==> src/rtl/mem_arbiter_if.sv <==
// Signal bundle between the memory arbiter, the IF/MEM pipeline stages and the SRAM pins.
interface mem_arbiter_if #(
  parameter int unsigned ADDR_W = 18,
  parameter int unsigned DATA_W = 16
);
  // Instruction fetch port
  logic              if_req;
  logic [ADDR_W-1:0] if_addr;
  logic [DATA_W-1:0] if_rdata;
  logic              if_ack;

  // Data access port
  logic              dm_req;
  logic              dm_we;
  logic [ADDR_W-1:0] dm_addr;
  logic [DATA_W-1:0] dm_wdata;
  logic [DATA_W-1:0] dm_rdata;
  logic              dm_ack;

  // SRAM pins
  logic [ADDR_W-1:0] ram_addr;
  logic [DATA_W-1:0] ram_wdata;
  logic              ram_dout_en;
  logic [DATA_W-1:0] ram_rdata;
  logic              ram_ce_n;
  logic              ram_oe_n;
  logic              ram_we_n;

  // Pipeline holds for the structural hazard
  logic              PC_pause;
  logic              ii_pause;
  logic              ie_pause;
  logic              em_pause;

  // Arbiter side
  modport slave (
    input  if_req, if_addr,
    output if_rdata, if_ack,
    input  dm_req, dm_we, dm_addr, dm_wdata,
    output dm_rdata, dm_ack,
    output ram_addr, ram_wdata, ram_dout_en,
    input  ram_rdata,
    output ram_ce_n, ram_oe_n, ram_we_n,
    output PC_pause, ii_pause, ie_pause, em_pause
  );

  // Pipeline / SRAM side
  modport master (
    output if_req, if_addr,
    input  if_rdata, if_ack,
    output dm_req, dm_we, dm_addr, dm_wdata,
    input  dm_rdata, dm_ack,
    input  ram_addr, ram_wdata, ram_dout_en,
    output ram_rdata,
    input  ram_ce_n, ram_oe_n, ram_we_n,
    input  PC_pause, ii_pause, ie_pause, em_pause
  );
endinterface

==> src/rtl/mem_arbiter.sv <==
// Shares one asynchronous SRAM between instruction fetch and data access.
// Data wins on collision; each access is a fixed ACC_CYCLES-long strobe
// sequence (one setup cycle, then strobe cycles) followed by a one-cycle ack.
module mem_arbiter #(
  parameter int unsigned ADDR_W     = 18,
  parameter int unsigned DATA_W     = 16,
  parameter int unsigned ACC_CYCLES = 2
) (
  input  logic          clk,
  input  logic          rst,
  mem_arbiter_if.slave  bus
);

  localparam int unsigned CNT_W = 4;
  localparam logic [CNT_W-1:0] CNT_LAST = CNT_W'(ACC_CYCLES - 1);

  typedef enum logic [1:0] {
    IDLE,
    DACC,
    IACC
  } state_e;

  state_e              state_q, state_d;
  logic [CNT_W-1:0]    cnt_q, cnt_d;
  logic                wr_q, wr_d;
  logic [ADDR_W-1:0]   ram_addr_q, ram_addr_d;
  logic [DATA_W-1:0]   ram_wdata_q, ram_wdata_d;
  logic                dout_en_q, dout_en_d;
  logic                ce_n_q, ce_n_d;
  logic                oe_n_q, oe_n_d;
  logic                we_n_q, we_n_d;
  logic                if_ack_q, if_ack_d;
  logic                dm_ack_q, dm_ack_d;
  logic [DATA_W-1:0]   if_rdata_q, if_rdata_d;
  logic [DATA_W-1:0]   dm_rdata_q, dm_rdata_d;

  // A port is not re-granted in its own ack cycle.
  logic dm_elig_c;
  logic if_elig_c;
  assign dm_elig_c = bus.dm_req & ~dm_ack_q;
  assign if_elig_c = bus.if_req & ~if_ack_q;

  // State and output registers; reset aborts any in-flight access silently.
  always_ff @(posedge clk or negedge rst) begin
    if (!rst) begin
      state_q     <= IDLE;
      cnt_q       <= '0;
      wr_q        <= 1'b0;
      ram_addr_q  <= '0;
      ram_wdata_q <= '0;
      dout_en_q   <= 1'b0;
      ce_n_q      <= 1'b1;
      oe_n_q      <= 1'b1;
      we_n_q      <= 1'b1;
      if_ack_q    <= 1'b0;
      dm_ack_q    <= 1'b0;
      if_rdata_q  <= '0;
      dm_rdata_q  <= '0;
    end else begin
      state_q     <= state_d;
      cnt_q       <= cnt_d;
      wr_q        <= wr_d;
      ram_addr_q  <= ram_addr_d;
      ram_wdata_q <= ram_wdata_d;
      dout_en_q   <= dout_en_d;
      ce_n_q      <= ce_n_d;
      oe_n_q      <= oe_n_d;
      we_n_q      <= we_n_d;
      if_ack_q    <= if_ack_d;
      dm_ack_q    <= dm_ack_d;
      if_rdata_q  <= if_rdata_d;
      dm_rdata_q  <= dm_rdata_d;
    end
  end

  // Grant, strobe sequencing and completion.
  always_comb begin
    state_d     = state_q;
    cnt_d       = cnt_q;
    wr_d        = wr_q;
    ram_addr_d  = ram_addr_q;
    ram_wdata_d = ram_wdata_q;
    dout_en_d   = dout_en_q;
    ce_n_d      = ce_n_q;
    oe_n_d      = oe_n_q;
    we_n_d      = we_n_q;
    if_ack_d    = 1'b0;
    dm_ack_d    = 1'b0;
    if_rdata_d  = if_rdata_q;
    dm_rdata_d  = dm_rdata_q;

    unique case (state_q)
      IDLE: begin
        if (dm_elig_c) begin
          state_d    = DACC;
          cnt_d      = '0;
          wr_d       = bus.dm_we;
          ram_addr_d = bus.dm_addr;
          ce_n_d     = 1'b0;
          if (bus.dm_we) begin
            // Drive data from setup onward; WE strobes from cycle 1.
            ram_wdata_d = bus.dm_wdata;
            dout_en_d   = 1'b1;
            oe_n_d      = 1'b1;
          end else begin
            oe_n_d      = 1'b0;
          end
        end else if (if_elig_c) begin
          state_d    = IACC;
          cnt_d      = '0;
          wr_d       = 1'b0;
          ram_addr_d = bus.if_addr;
          ce_n_d     = 1'b0;
          oe_n_d     = 1'b0;
        end
      end

      DACC, IACC: begin
        if (cnt_q == CNT_LAST) begin
          if (state_q == DACC) begin
            dm_ack_d = 1'b1;
            if (!wr_q) begin
              dm_rdata_d = bus.ram_rdata;
            end
          end else begin
            if_ack_d   = 1'b1;
            if_rdata_d = bus.ram_rdata;
          end
          state_d   = IDLE;
          cnt_d     = '0;
          ce_n_d    = 1'b1;
          oe_n_d    = 1'b1;
          we_n_d    = 1'b1;
          dout_en_d = 1'b0;
        end else begin
          cnt_d  = cnt_q + CNT_W'(1);
          we_n_d = ~wr_q;
        end
      end

      default: begin
        state_d = IDLE;
      end
    endcase
  end

  // Structural-hazard holds, released in the ack cycle.
  logic dm_busy_c;
  logic if_busy_c;
  assign dm_busy_c = bus.dm_req & ~dm_ack_q;
  assign if_busy_c = bus.if_req & ~if_ack_q;

  assign bus.em_pause = dm_busy_c;
  assign bus.ie_pause = dm_busy_c;
  assign bus.PC_pause = dm_busy_c | if_busy_c;
  assign bus.ii_pause = dm_busy_c | if_busy_c;

  // Registered outputs onto the bundle.
  assign bus.ram_addr    = ram_addr_q;
  assign bus.ram_wdata   = ram_wdata_q;
  assign bus.ram_dout_en = dout_en_q;
  assign bus.ram_ce_n    = ce_n_q;
  assign bus.ram_oe_n    = oe_n_q;
  assign bus.ram_we_n    = we_n_q;
  assign bus.if_ack      = if_ack_q;
  assign bus.dm_ack      = dm_ack_q;
  assign bus.if_rdata    = if_rdata_q;
  assign bus.dm_rdata    = dm_rdata_q;

endmodule

==> src/flat_wrapper.sv <==
// flat-port wrapper written by rule: the top's interface ports become plain ports
module mem_arbiter_flat 
#(
  parameter int unsigned ADDR_W     = 18,
  parameter int unsigned DATA_W     = 16,
  parameter int unsigned ACC_CYCLES = 2
)
  (clk, rst, bus_if_req, bus_if_addr, bus_if_rdata, bus_if_ack, bus_dm_req, bus_dm_we, bus_dm_addr, bus_dm_wdata, bus_dm_rdata, bus_dm_ack, bus_ram_addr, bus_ram_wdata, bus_ram_dout_en, bus_ram_rdata, bus_ram_ce_n, bus_ram_oe_n, bus_ram_we_n, bus_PC_pause, bus_ii_pause, bus_ie_pause, bus_em_pause);
  mem_arbiter_if #(.ADDR_W(ADDR_W), .DATA_W(DATA_W)) bus_i ();
  input  logic clk;
  input  logic rst;
  input wire logic [$bits(bus_i.if_req)-1:0] bus_if_req;
  input wire logic [$bits(bus_i.if_addr)-1:0] bus_if_addr;
  output wire logic [$bits(bus_i.if_rdata)-1:0] bus_if_rdata;
  output wire logic [$bits(bus_i.if_ack)-1:0] bus_if_ack;
  input wire logic [$bits(bus_i.dm_req)-1:0] bus_dm_req;
  input wire logic [$bits(bus_i.dm_we)-1:0] bus_dm_we;
  input wire logic [$bits(bus_i.dm_addr)-1:0] bus_dm_addr;
  input wire logic [$bits(bus_i.dm_wdata)-1:0] bus_dm_wdata;
  output wire logic [$bits(bus_i.dm_rdata)-1:0] bus_dm_rdata;
  output wire logic [$bits(bus_i.dm_ack)-1:0] bus_dm_ack;
  output wire logic [$bits(bus_i.ram_addr)-1:0] bus_ram_addr;
  output wire logic [$bits(bus_i.ram_wdata)-1:0] bus_ram_wdata;
  output wire logic [$bits(bus_i.ram_dout_en)-1:0] bus_ram_dout_en;
  input wire logic [$bits(bus_i.ram_rdata)-1:0] bus_ram_rdata;
  output wire logic [$bits(bus_i.ram_ce_n)-1:0] bus_ram_ce_n;
  output wire logic [$bits(bus_i.ram_oe_n)-1:0] bus_ram_oe_n;
  output wire logic [$bits(bus_i.ram_we_n)-1:0] bus_ram_we_n;
  output wire logic [$bits(bus_i.PC_pause)-1:0] bus_PC_pause;
  output wire logic [$bits(bus_i.ii_pause)-1:0] bus_ii_pause;
  output wire logic [$bits(bus_i.ie_pause)-1:0] bus_ie_pause;
  output wire logic [$bits(bus_i.em_pause)-1:0] bus_em_pause;
  assign bus_i.if_req = bus_if_req;
  assign bus_i.if_addr = bus_if_addr;
  assign bus_if_rdata = bus_i.if_rdata;
  assign bus_if_ack = bus_i.if_ack;
  assign bus_i.dm_req = bus_dm_req;
  assign bus_i.dm_we = bus_dm_we;
  assign bus_i.dm_addr = bus_dm_addr;
  assign bus_i.dm_wdata = bus_dm_wdata;
  assign bus_dm_rdata = bus_i.dm_rdata;
  assign bus_dm_ack = bus_i.dm_ack;
  assign bus_ram_addr = bus_i.ram_addr;
  assign bus_ram_wdata = bus_i.ram_wdata;
  assign bus_ram_dout_en = bus_i.ram_dout_en;
  assign bus_i.ram_rdata = bus_ram_rdata;
  assign bus_ram_ce_n = bus_i.ram_ce_n;
  assign bus_ram_oe_n = bus_i.ram_oe_n;
  assign bus_ram_we_n = bus_i.ram_we_n;
  assign bus_PC_pause = bus_i.PC_pause;
  assign bus_ii_pause = bus_i.ii_pause;
  assign bus_ie_pause = bus_i.ie_pause;
  assign bus_em_pause = bus_i.em_pause;
  mem_arbiter #(.ADDR_W(ADDR_W), .DATA_W(DATA_W), .ACC_CYCLES(ACC_CYCLES)) u_core (.clk(clk), .rst(rst), .bus(bus_i));
endmodule
==> config.mk <==
export PLATFORM = sky130hd
export DESIGN_NAME = mem_arbiter_flat
export DESIGN_NICKNAME = d
export VERILOG_FILES = /design/src/rtl/mem_arbiter_if.sv /design/src/rtl/mem_arbiter.sv /design/src/flat_wrapper.sv
export SDC_FILE = /design/constraint.sdc
export NUM_CORES = 1
export LEC_CHECK = 0
export CAP_MARGIN = 20
export CORE_AREA = 2 2 129 68
export CTS_CLUSTER_DIAMETER = 40
export DETAILED_ROUTE_END_ITERATION = 10
export DIE_AREA = 0 0 131 70
export PLACE_DENSITY = 0.8
export SYNTH_ARGS = -nofsm -noshare
export SYNTH_HDL_FRONTEND = slang
export SYNTH_SLANG_ARGS = --single-unit
==> constraint.sdc <==
create_clock -name clk -period 2.29 [get_ports clk]
set_input_delay 0.458 -clock clk [delete_from_list [all_inputs] [get_ports clk]]
set_output_delay 0.458 -clock clk [all_outputs]
set_load 0.02 [all_outputs]
==> flow_summary.json, run 1 <==
{
  "status": "completed",
  "rows": 24,
  "mostFrequentLayoutCell": "clkdlybuf4s50_1",
  "yosys_warnings": 0,
  "io_pins": 149,
  "cts_tree": "yes",
  "post_route_cells_drive_above_1_share_pct": 19.5,
  "ir_worst_vdd_uv": 721,
  "holdBufCountCts": 0,
  "fin_area_sq_um": 5300,
  "rsz0062_at_grt": "no",
  "fin_tns_setup_ns": 0,
  "hold_class": "in -> async",
  "internal_power_uw": 4840,
  "slowest_delay_ns": 0.48,
  "synth_edf_count": 0,
  "cap_violations": 0,
  "sw_frac_of_total_pct": 34.8,
  "drc": 0,
  "avgSynthCellArea_sq_um": 13.3,
  "synthFlopType": "dfrtp_1",
  "routed_wl_microns": 7830,
  "path_max_fanout": 17,
  "clock_latency_ns": 0.33,
  "dr.first_iter.drc_count": 51,
  "cpLargestDelayFamily": "simple AND/OR/NAND/NOR gates",
  "fin_crit_ns": 2.08,
  "syn_to_final_growth_pct": 59.8,
  "via_count": 2452,
  "place_area_sq_um": 4970,
  "wl_per_cell_microns": 14.8,
  "crit_path_end_kind": "flip-flop",
  "seqPwrFrac_pct": 32.5,
  "path_clk_slew_ns": 0.06,
  "fin_ws_ns": 0.205,
  "layout_common_cells": "clkdlybuf4s50_1, dfrtp_1, mux2_2",
  "die_y_microns": 70,
  "p_total_uw": 7430,
  "power_density_nw_per_um2": 1400,
  "port_buffers": 148,
  "worst_ep_required_time_ns": 2.49,
  "grt_pass1_vias": 2644,
  "drt_pass1_iterations": 4,
  "overflow": 0,
  "pre_cts_ws_ns": 0.0324,
  "dieArea_sq_um": 9170,
  "slowest_stage": "or3b_1",
  "grt_max_degree": 54,
  "gp_congestion": 0.832,
  "worstPathArrival_ns": 2.29,
  "post-cts-setup-buffers": 0,
  "fillCellCount": 624,
  "num-nets-final": 484,
  "antenna_cells": 0,
  "antenna_left": 0,
  "total_leakage_power_uw": 0.00237,
  "setup.worst_path.class": "reg -> reg",
  "setup_violations": 0,
  "netlist_instances": 249,
  "pwr-share-comb_pct": 47.6,
  "cts_root_buf": "clkbuf_16",
  "syn-cell-area_sq_um": 3320,
  "fmax_mhz": 480,
  "finalHoldViolCount": 0,
  "slew_violations": 0,
  "cts.sinks": 79,
  "reg2reg_slack_ns": 0.21,
  "coreArea_sq_um": 8260,
  "grt_use_total_pct": 18.5,
  "dp_hpwl_microns": 6000,
  "async_flop_share_pct": 100,
  "switchingPower_uw": 2580,
  "clockBufferDepth": 2,
  "yosysUniqueCellTypes": 30,
  "final.setup_skew_ns": 0.00651,
  "worstMarginPinSlew_ns": 0.697,
  "final_cells": 528,
  "slew-limit-headroom_pct": 53.5,
  "min_period_over_period_pct": 91.0,
  "worst-path-buf-inv": 2,
  "antenna_found_initial": 0,
  "yosysSeqAreaShare_pct": 59.7,
  "start_util_pct": 40.2,
  "post_drt_via_cell_ratio": 4.64,
  "numPlacedInstances": 512,
  "h-tree-depth": 3,
  "pwr-share-clk_pct": 19.9,
  "grt_pass1_wl_microns": 13000,
  "ys_ff_latch": 79,
  "die_w_microns": 131,
  "crit_chain": "inv_1 -> ha_1 -> or3b_1 -> or3_1 -> buf_4 -> mux2_4",
  "cp-start-kind": "flip-flop",
  "syn-num-nets": 327,
  "cts_resized": 0,
  "cts_inserted_buffers": 9
}
==> layer usage <==
layer | track usage, % | part of all wire (%)
met5 | 0 | 0
met4 | 4.49 | 0.57
met3 | 9.20 | 8.5
met2 | 27.3 | 44
met1 | 24.5 | 47
==> area by class of cell <==
class,count,area (sq um),share of cell area [%]
sequential,79,1980,37.4
timing repair buffer,159,1610,30.4
multi-input combinational,150,1220,23.1
clock buffer,10,229,4.32
tap,117,146,2.76
clock inverter,6,85.1,1.61
inverter,7,26.3,0.496
==> Yosys cell counts, drive strengths merged, types with 2 or more instances <==
master | instances | area share, %
or3 | 2 | 0.38
dfrtp | 76 | 57
clkbuf | 5 | 0.57
a31oi | 3 | 0.57
a21oi | 2 | 0.30
nor2 | 6 | 0.68
inv | 7 | 0.79
o21ai | 26 | 3.9
nand2b | 4 | 0.75
ha | 5 | 1.9
buf | 8 | 2.1
mux2 | 48 | 17
nand2 | 24 | 2.7
nand3 | 2 | 0.30
mux2i | 18 | 5.4
dfstp | 3 | 2.4
==> sequential cells by signal, summed over array words and instances, names as in the netlist <==
signal and flops:
u_core.bus.ram_addr 18, u_core.bus.dm_rdata 16, u_core.bus.if_rdata 16, u_core.bus.ram_wdata 16, u_core.cnt_q 4, u_core.state_q 2, u_core.bus.dm_ack 1, u_core.bus.if_ack 1
u_core.bus.ram_ce_n 1, u_core.bus.ram_dout_en 1, u_core.bus.ram_oe_n 1, u_core.bus.ram_we_n 1, u_core.wr_q 1
==> logic make-up (layout without fill, tap and decap cells) <==
family / count (synthesis) / count (layout) / synth area share, %
AND/OR/NAND/NOR: 42 / 42 / 5.81
AO/OA/AOI/OAI: 37 / 37 / 6.38
adder cells (fa/ha/maj): 5 / 5 / 1.89
multiplexers: 66 / 66 / 22.8
buffers and inverters: 20 / 182 / 3.43
flip-flops: 79 / 79 / 59.7
==> power by group through the flow <==
stage	clock network (uW)	registers, uW	logic, uW
2_1_floorplan	0	3130	1130
3_3_place_gp	0	2390	3520
3_5_place_dp	0	2440	3560
4_1_cts	1510	2420	3580
5_1_grt	1600	2500	3820
6_report	1480	2410	3530
==> worst paths after layout <==
check,to,from,depth (start not counted)
min in group clk,u_core.bus.ram_we_n,u_core.wr_q,1
max reg2reg,u_core.bus.if_rdata[12],u_core.cnt_q[1],6
min reg2reg,u_core.bus.ram_we_n,u_core.wr_q,1
max,u_core.bus.if_rdata[12],u_core.cnt_q[1],6
min,u_core.bus.dm_rdata[4],rst,1
max in group asynchronous,u_core.bus.ram_wdata[1],rst,2
==> worst register-to-register path, stage by stage, from the launching register on <==
cell	delay, ns
dfrtp_1	0.39
inv_1	0.07
ha_1	0.12
or3b_1	0.48
or3_1	0.35
buf_4	0.23
mux2_4	0.33
==> per-stage QoR <==
stage	util (%)	hold slack, ns
final	64.2	0.170
after global routing	64.2	0.205
after CTS	64.0	0.194
after detailed placement	60.2	0.463
after global placement	60.2	0.456
after floorplan	-	0.162
Power figures use the tool's default switching activity.
==> run 2, diff against run 1 <==
- CORE_AREA: 2 2 129 68 -> 2 2 92 94
- DIE_AREA: 0 0 131 70 -> 0 0 94 96
==> run 2 against run 1 <==
Effect of this change:
- sequential cell count did not move
- worst setup slack got worse by 0.13 ns
- clock power fell by 31%
- die area fell by 1.6%
==> flow_summary.json, run 2 (same netlist as run 1, synthesis figures left out) <==
{
  "status": "completed",
  "power_density_nw_per_um2": 1350,
  "worstMarginPinSlew_ns": 0.494,
  "die_w_microns": 94,
  "coreArea_sq_um": 8050,
  "cts_tree": "yes",
  "grt_pass1_vias": 2590,
  "drc": 0,
  "holdBufCountCts": 0,
  "p_total_uw": 6930,
  "min_period_over_period_pct": 96.5,
  "antenna_found_initial": 0,
  "dp_hpwl_microns": 5600,
  "cts.sinks": 79,
  "drt_pass1_iterations": 4,
  "fillCellCount": 617,
  "slew-limit-headroom_pct": 67.1,
  "clock_latency_ns": 0.33,
  "start_util_pct": 41.2,
  "worst_ep_required_time_ns": 1.83,
  "mostFrequentLayoutCell": "clkdlybuf4s50_1",
  "total_leakage_power_uw": 0.00229,
  "setup.worst_path.class": "in -> out",
  "setup_violations": 0,
  "largest_register_ffs": 18,
  "fin_crit_ns": 2.21,
  "cp-start-kind": "input port",
  "reg2reg_slack_ns": 0.16,
  "finalHoldViolCount": 0,
  "ff2ff_path_depth": 6,
  "grt_use_total_pct": 17.2,
  "wl_per_cell_microns": 14.6,
  "die_y_microns": 96,
  "cts_root_buf": "clkbuf_8",
  "r2r_end": "u_core.bus.if_rdata[13]",
  "hold_class": "in -> async",
  "post_drt_via_cell_ratio": 4.75,
  "ir_worst_vdd_uv": 731,
  "slew_violations": 0,
  "worstPathArrival_ns": 1.75,
  "overflow": 0,
  "cts_inserted_buffers": 9,
  "dieArea_sq_um": 9020,
  "gp_congestion": 0.771,
  "h-tree-depth": 3,
  "clockBufferDepth": 2,
  "startpoint": "bus_dm_req",
  "antenna_left": 0,
  "antenna_cells": 0,
  "cap_violations": 0,
  "r2r_start": "u_core.cnt_q[1]",
  "final.setup_skew_ns": 0.00903,
  "layout_common_cells": "clkdlybuf4s50_1, dfrtp_1, mux2_2",
  "syn_to_final_growth_pct": 55.1,
  "grt_pass1_wl_microns": 12200,
  "path_max_fanout": 3,
  "path_clk_slew_ns": 0.08,
  "fmax_mhz": 452,
  "rows": 33,
  "num-nets-final": 483,
  "utilization_pct": 63.9,
  "crit_path_end_kind": "output port",
  "fin_tns_setup_ns": 0,
  "via_count": 2439,
  "dr.first_iter.drc_count": 40,
  "rsz0062_at_grt": "no",
  "cp-endpoint": "bus_em_pause",
  "io_pins": 149,
  "grt_max_degree": 42,
  "post_route_cells_drive_above_1_share_pct": 19.1,
  "routed_wl_microns": 7510,
  "port_buffers": 148
}
-- run 2: area by class of cell --
| class | instances | area, sq um | area share [%] |
|---|---|---|---|
| sequential | 79 | 1980 | 38.5 |
| timing repair buffer | 158 | 1580 | 30.8 |
| multi-input combinational | 150 | 1220 | 23.8 |
| clock buffer | 12 | 155 | 3.02 |
| tap | 105 | 131 | 2.56 |
| clock inverter | 3 | 42.5 | 0.827 |
| inverter | 7 | 26.3 | 0.511 |
-- run 2: report_power, final --
| group | internal, uW | switching [uW] |
|---|---|---|
| Combinational | 1820 | 1690 |
| Clock | 556 | 466 |
| Sequential | 2050 | 351 |
-- run 2: per-layer routing --
layer  global-route usage (%)  wire, microns  part of all wire [%]  vias to the layer above
met3                     5.56            651                   8.7                       13
met4                     5.68            122                   1.6                        0
li1                         -              -                     -                     1170
met2                     28.7           3640                    48                       90
met1                     21.3           3100                    41                     1166
met5                        0              0                     0                        -
-- run 2: per-stage QoR --
step / cell area (sq um) / hold WS (ns) / setup WS, ns / std cells
after floorplan: 3320 / 0.162 / 0.203 / 249
after global placement: 4940 / 0.463 / 0.107 / 499
after detailed placement: 4940 / 0.462 / 0.0594 / 499
after CTS: 5140 / 0.0971 / 0.0524 / 514
after global routing: 5140 / 0.119 / 0.0196 / 514
final: 5140 / 0.0835 / 0.0793 / 514
-- run 2: worst max-delay path, stage by stage --
cell and delay (ns):
clkdlybuf4s50_1 0.49, nand2b_1 0.09, inv_1 0.11, clkdlybuf4s50_1 0.61
-- run 2: timing repair --
| item | in CTS | in global routing |
|---|---|---|
| buffers inserted | 0 | 0 |
| endpoints found under the setup margin | 0 | 2 |
| gates resized for setup | 0 | 2 |
-- run 2: worst min-delay path by stage --
stage / startpoint / endpoint / slack (ns) / cells after the start
after floorplan: rst / u_core.bus.dm_ack / 0.16 / 0
after global placement: rst / u_core.cnt_q[2] / 0.46 / 1
after detailed placement: rst / u_core.cnt_q[2] / 0.46 / 1
after CTS: rst / u_core.cnt_q[2] / 0.1 / 1
after global routing: rst / u_core.cnt_q[2] / 0.12 / 1
final: rst / u_core.cnt_q[2] / 0.08 / 1
